[src/rtl/mem_stage.sv]
// Memory-access stage of the sequential Y86-64 datapath: decodes the access at
// start, moves one 64-bit word as eight little-endian byte beats, reports valM/stat.
module mem_stage #(
    parameter int unsigned MEM_WORDS = 1024
) (
    input  logic        clk,
    input  logic        rst_n,
    input  logic        start,
    input  logic [3:0]  icode,
    input  logic [63:0] valE,
    input  logic [63:0] valA,
    input  logic [63:0] valP,
    output logic        busy,
    output logic        done,
    output logic [63:0] valM,
    output logic [1:0]  stat,
    output logic        mem_req,
    output logic        mem_we,
    output logic [63:0] mem_addr,
    output logic [7:0]  mem_wdata,
    input  logic [7:0]  mem_rdata,
    input  logic        mem_ack
);

    typedef enum logic [1:0] {
        S_IDLE = 2'd0,
        S_XFER = 2'd1,
        S_DONE = 2'd2
    } state_t;

    localparam logic [1:0] STAT_AOK = 2'b00;
    localparam logic [1:0] STAT_HLT = 2'b01;
    localparam logic [1:0] STAT_ADR = 2'b10;
    localparam logic [1:0] STAT_INS = 2'b11;

    state_t      state_q, state_d;
    logic [2:0]  beat_q, beat_d;
    logic [60:0] addr_q, addr_d;
    logic [63:0] wdata_q, wdata_d;
    logic        we_q, we_d;
    logic        rd_q, rd_d;
    logic [63:0] shadow_q, shadow_d;
    logic [63:0] valm_q, valm_d;
    logic [1:0]  stat_q, stat_d;

    logic        dec_acc_s;
    logic        dec_we_s;
    logic [63:0] dec_addr_s;
    logic [63:0] dec_data_s;
    logic [1:0]  dec_stat_s;
    logic        dec_adr_err_s;

    // Instruction decode: access kind, word address, store data and static status
    always_comb begin
        dec_acc_s  = 1'b0;
        dec_we_s   = 1'b0;
        dec_addr_s = valE;
        dec_data_s = valA;
        dec_stat_s = STAT_AOK;
        case (icode)
            4'h5: dec_acc_s = 1'b1;
            4'h9, 4'hB: begin
                dec_acc_s  = 1'b1;
                dec_addr_s = valA;
            end
            4'h4, 4'hA: begin
                dec_acc_s = 1'b1;
                dec_we_s  = 1'b1;
            end
            4'h8: begin
                dec_acc_s  = 1'b1;
                dec_we_s   = 1'b1;
                dec_data_s = valP;
            end
            4'h0: dec_stat_s = STAT_HLT;
            4'h1, 4'h2, 4'h3, 4'h6, 4'h7: dec_stat_s = STAT_AOK;
            default: dec_stat_s = STAT_INS;
        endcase
    end

    // Full 64-bit compare so huge addresses cannot alias into range
    assign dec_adr_err_s = dec_acc_s && (dec_addr_s >= 64'(MEM_WORDS));

    // Next-state logic for the access sequencer
    always_comb begin
        state_d  = state_q;
        beat_d   = beat_q;
        addr_d   = addr_q;
        wdata_d  = wdata_q;
        we_d     = we_q;
        rd_d     = rd_q;
        shadow_d = shadow_q;
        valm_d   = valm_q;
        stat_d   = stat_q;
        case (state_q)
            S_IDLE: begin
                if (start) begin
                    addr_d  = dec_addr_s[60:0];
                    wdata_d = dec_data_s;
                    we_d    = dec_we_s;
                    beat_d  = 3'd0;
                    if (dec_acc_s && !dec_adr_err_s) begin
                        state_d = S_XFER;
                        rd_d    = !dec_we_s;
                    end else begin
                        state_d = S_DONE;
                        rd_d    = 1'b0;
                        stat_d  = dec_adr_err_s ? STAT_ADR : dec_stat_s;
                    end
                end else begin
                    state_d = S_IDLE;
                end
            end
            S_XFER: begin
                if (mem_ack) begin
                    if (!we_q) begin
                        shadow_d[{beat_q, 3'b000} +: 8] = mem_rdata;
                    end else begin
                        shadow_d = shadow_q;
                    end
                    beat_d = beat_q + 3'd1;
                    if (beat_q == 3'd7) begin
                        state_d = S_DONE;
                        stat_d  = STAT_AOK;
                    end else begin
                        state_d = S_XFER;
                    end
                end else begin
                    state_d = S_XFER;
                end
            end
            S_DONE: begin
                if (rd_q) begin
                    valm_d = shadow_q;
                end else begin
                    valm_d = valm_q;
                end
                state_d = S_IDLE;
            end
            default: state_d = S_IDLE;
        endcase
    end

    // State and datapath registers
    always_ff @(posedge clk or negedge rst_n) begin
        if (!rst_n) begin
            state_q  <= S_IDLE;
            beat_q   <= 3'd0;
            addr_q   <= 61'd0;
            wdata_q  <= 64'd0;
            we_q     <= 1'b0;
            rd_q     <= 1'b0;
            shadow_q <= 64'd0;
            valm_q   <= 64'd0;
            stat_q   <= STAT_AOK;
        end else begin
            state_q  <= state_d;
            beat_q   <= beat_d;
            addr_q   <= addr_d;
            wdata_q  <= wdata_d;
            we_q     <= we_d;
            rd_q     <= rd_d;
            shadow_q <= shadow_d;
            valm_q   <= valm_d;
            stat_q   <= stat_d;
        end
    end

    // Outputs decode straight from state so reset drops mem_req immediately
    assign busy      = (state_q != S_IDLE);
    assign done      = (state_q == S_DONE);
    assign mem_req   = (state_q == S_XFER);
    assign mem_we    = mem_req & we_q;
    assign mem_addr  = {addr_q, beat_q};
    assign mem_wdata = wdata_q[{beat_q, 3'b000} +: 8];
    assign valM      = valm_q;
    assign stat      = stat_q;

endmodule

[config.mk]
export PLATFORM = sky130hd
export DESIGN_NAME = mem_stage
export DESIGN_NICKNAME = d
export VERILOG_FILES = /design/src/rtl/mem_stage.sv
export SDC_FILE = /design/constraint.sdc
export NUM_CORES = 1
export LEC_CHECK = 0
export CAP_MARGIN = 20
export CORE_UTILIZATION = 40
export DETAILED_ROUTE_END_ITERATION = 7
export PLACE_DENSITY = 0.69
export SYNTH_ARGS = -nofsm -noshare
export SYNTH_HDL_FRONTEND = slang
export SYNTH_SLANG_ARGS = --single-unit
[constraint.sdc]
create_clock -name clk -period 2.6 [get_ports clk]
set_input_delay 0.26 -clock clk [delete_from_list [all_inputs] [get_ports clk]]
set_output_delay 0.26 -clock clk [all_outputs]
set_load 0.05 [all_outputs]
# Yosys cells after proc, flatten, opt, wreduce, memory -nomap -nowiden
# Cells that the tools add are included.
[classes]
n_shift = 3
n_lt_le_gt_ge = 1
n_eq_ne = 18
reduce_logical = 17
muxes = 21
n_bitwise = 2
add_sub_neg = 2
[op_table]
columns = ["operator", "count"]
rows = [
  ["$mux 64", 2],
  ["$bwmux 64", 1],
  ["$ge 64x11->1 const B", 1],
  ["$shift 8x8->64 const A", 1],
  ["$shiftx 64x7->8", 1],
  ["$shiftx 8x8->64", 1],
  ["$mux 2", 9],
  ["$eq 4x3->1 const B", 4],
  ["$eq 4x4->1 const B", 4],
  ["$pmux 2 s2", 3],
  ["$reduce_or 11->1", 1],
  ["$eq 4x2->1 const B", 2],
  ["$neg 6->8", 1],
  ["$mux 3", 2],
  ["$pmux 3 s2", 1],
  ["$reduce_and 3->1", 2],
  ["$reduce_or 6->1", 1],
  ["$reduce_and 5->1", 1],
  ["$eq 4x1->1 const B", 1],
  ["$logic_not 4->1", 1],
  ["$ne 2x1->1 const B", 2],
  ["$ne 2x2->1 const B", 2],
  ["$reduce_and 2->1", 2],
  ["$reduce_bool 2->1", 2],
  ["12 further kinds", 16],
]
[totals]
reg_bits = 262
elab_cells = 73
inputBits = 208

# Longest topological paths before layout
[logic_depth]
word_depth = 10
mapped_depth = 10

# Worst setup path after synthesis
# No wires, ideal clock.
[synth_path]
kind = "register to register"
from = "reg beat_q[0]"
to = "reg shadow_q[38]"
stages_incl_launch_ff = 9
setup_ns = 0.128
t_arrival_ns = 2.301
required_ns = 2.472
slack_ns = 0.171
cell_sequence = "dfrtp_1 -> buf_2 -> inv_2 -> ha_1 -> ha_1 -> and3_1 -> nand2_1 -> buf_2 -> mux2_1"
[synth_via]
elab_chain_len = 3
[synth_lines]
columns = ["item", "line_no", "text"]
rows = [
  ["from (decl)", "37", "logic [2:0] beat_q, beat_d;"],
  ["from (signal assigned)", "158", "beat_q <= beat_d;"],
  ["$neg 6->8 *", "117", "shadow_d[{beat_q, 3'b000} +: 8] = mem_rdata;"],
  ["$shiftx 8x8->64 / $shift 8x8->64 (equally long branches)", "117", ""],
  ["$bwmux 64 *", "117", ""],
  ["to (signal assigned)", "163", "shadow_q <= shadow_d;"],
  ["to (decl)", "42", "logic [63:0] shadow_q, shadow_d;"],
]
# Every way passes the cells marked *; elsewhere a longest branch is shown, timed or not.
# A chain may end at the register's enable or synchronous reset.

# Worst setup path after layout
[layout_path]
from = "reg beat_q[0]"
to = "out mem_wdata[0]"
[layout_via]
elab_chain_len = 1
[layout_lines]
columns = ["item", "line_no", "text"]
rows = [
  ["$shiftx 64x7->8", "175", "assign mem_wdata = wdata_q[{beat_q, 3'b000} +: 8];"],
  ["to (decl)", "20", "output logic [7:0] mem_wdata,"],
]
# No other way between the ends.

==> results.ini <==
[status]
outcome = finished, final reports clean

[logic_synthesis]
postSynthAreaPerCell_sq_um = 10.44
synth_fp_nets = 1342
yosysWarnings = 0
ys_types = 41
syn-instance-count = 1127
yosysTopAreaCell = dfrtp_1
synth_edf_count = 0
yosys.area.top_type_share_pct = 55.73
synth_ff_type = dfrtp_1
ys_seq_area_share_pct = 55.73
ys_ff_latch = 262
synthTopCellsByArea = dfrtp_1, nand2_1, mux2_2
syn-cell-area_sq_mm = 0.01176
async_reset_ff_share_pct = 100.0

[worst_setup_path]
cp-start-kind = register
r2r_start = beat_q[0]
timing.critical_path.buf_inv = 2
crit_start = beat_q[0]
critical_path_peak_fanout = 27
worst_ep_arrival_time_ns = 2.25
max_stage_delay_ns = 0.57
critical-path-top-delay-family = multiplexers
endpoint_kind = output pin
cp.required_ns = 2.34
crit_chain = clkbuf_8 -> mux4_2 -> nand2_1 -> nand2_1 -> buf_12
crit_type = register to output pin
slowest_stage = mux4_2
cp_common_cell = nand2_1

[sta]
post-route-period-util_pct = 96.47
fin_crit_ns = 2.508
fmax_ghz = 0.3987
tns_ns = 0
drv_slew = 0
slew_headroom_pct = 59.06
setup-violations-final = 0
rsz0062_at_grt = no
hold_violations = 0
finClkSkew_ns = 0.01060
worst_pin_slew_ns = 0.6123

[pwr]
ir_worst_vdd_uv = 434.6
p_leak_uw = 0.007174
power.density_mw_per_mm2 = 627.4

[drt]
drcViolationCount = 0
postRouteAntennaNets = 0
dr.pass1.iters = 7
routed_wl_mm = 38.65
wl_per_cell_um = 20.57
drtIter0Drc = 691
dr_total_vias = 9972
via_per_inst = 5.307

[floorplanning]
coreArea_sq_mm = 0.02878
ios = 350
start_util_pct = 40.87
dieWidth_um = 173.5
row_count = 62
die_area_sq_mm = 0.03010
die-height_um = 173.5

[hold_path]
hold_path_class = input port to register
hp-start = valE[1]

[final_layout]
n_fill_cell = 2444
fin_cells = 1879
nNetsFinal = 1689
area_delta_synth_final_pct = 42.41
drive_gt1_share_pct = 12.18

[placement]
dp_hpwl_mm = 29.66
io_buffers = 349
gp_congestion = 0.8968
placedCellCount = 1826

[cts]
post-cts-setup-buffers = 0
cts_tree = built
cts.sinks = 262
cts-root-buf = clkbuf_16
clockBufferDepth = 3
cts-buffers-inserted = 29
clock_latency_ns = 0.54
cts_htree_levels = 1
path_clk_slew_ns = 0.06

[global_routing]
grt_pass1_wl_mm = 59.15
grt_pass1_vias = 10120
globalRouteTotalUtil_pct = 25.71
grt_max_degree = 79
grt_antenna_before_repair = 1
grt_overflow = 0

[run]
max_cap_violations = 0

[where the power goes]
part | leakage [uW] | switching (uW) | internal, uW
clock network | 0.000431 | 1640 | 2210
registers | 0.00337 | 180 | 4360
logic | 0.00337 | 1260 | 850
total | 0.00717 | 3080 | 7430
[through the flow]
step	total power, uW	util, %	setup slack, ns	hold WS, ns	cell area (sq um)
final	10510	58.21	0.09181	0.2777	16750
after global routing	10880	58.21	0.004587	0.2751	16750
after CTS	10600	58.19	0.03681	0.2554	16750
after detailed placement	6719	55.09	0.06719	0.2839	15860
after global placement	6698	55.09	0.1004	0.2827	15860
after floorplan	5623	-	0.1711	-0.03559	11760
[worst paths after layout]
check                           slack [ns]  cells after the start           end
worst min register to register        0.47                      2  shadow_q[59]
min in group asynchronous             0.30                      2  shadow_q[18]
max in group asynchronous             1.48                      3       stat[1]
worst max-delay path                  0.09                      5  mem_wdata[0]
worst min-delay path                  0.28                      3     addr_q[1]
worst max register to register        0.43                      6   shadow_q[5]
[layout make-up]
class                      count  area, sq um  share of cell area, %
timing repair buffer         386         3926                  23.44
sequential                   262         6556                  39.14
tap                          384        480.5                  2.868
clock inverter                10        88.84                 0.5303
antenna                        1        2.502                0.01494
multi-input combinational    790         4886                  29.17
clock buffer                  41        790.8                  4.720
inverter                       5        21.27                 0.1270
[worst min-delay path: cells and delay by family]
family                 cells  cell delay (ns)
buffers and inverters      1             0.39
and+or+nand+nor            1             0.06
AOI/OAI and AO/OA          1             0.07
[cells in the mapped netlist (4+ instances only)]
cell and n:
nand2_1 288, dfrtp_1 262, nor2_1 77, o21ai_1 69
mux2_2 65, mux2i_1 65, a31oi_1 61, o21ai_0 47
clkbuf_1 38, nor4_1 25, buf_2 22, mux4_2 16
mux2_1 13, nand3_1 13, buf_4 8, ha_1 7
nand4_1 6, a22o_1 4, and2_1 4, nand2b_1 4
[what timing repair did]
| action | in CTS | in global routing |
|---|---|---|
| endpoints found under the setup margin | 9 | 2 |
| gates resized for setup | 2 | 1 |
| hold endpoints to repair | 71 | 0 |
| hold buffers | 1 | 0 |
[sequential cells by signal, indices dropped and copies added, names as in the netlist]
signal / cells
rd_q: 1
stat: 2
shadow_q: 64
addr_q: 61
valM: 64
state_q: 2
wdata_q: 64
beat_q: 3
we_q: 1
[per-layer routing]
metal / share of wire (%) / up-vias / track usage (%)
li1: - / 4623 / -
met1: 39 / 4852 / 31.63
met2: 48 / 407 / 42.42
met3: 7.5 / 90 / 6.053
met4: 5.4 / 0 / 12.76
met5: 0 / - / 0
[cell families (layout without fill, tap and decap cells)]
logic type	Yosys count	in the layout	synth area share [%]
simple gates	435	435	15.50
fa+ha+maj	7	7	0.7445
mux	159	159	16.06
flops	262	262	55.73
compound gates	189	189	9.062
buf+inv	75	442	2.904
other cells	0	1	0
[layout by cell type, fill, tap and decap left out, types with 29 or more instances in the layout]
master / Yosys / final
a31oi_1: 61 / 61
buf_4: 8 / 30
clkbuf_16: 0 / 29
clkdlybuf4s50_1: 0 / 339
dfrtp_1: 262 / 262
mux2_2: 65 / 65
mux2i_1: 65 / 65
nand2_1: 288 / 286
nor2_1: 77 / 77
o21ai_0: 47 / 47
o21ai_1: 69 / 69
Note: power is estimated with default switching activity, not from simulation.
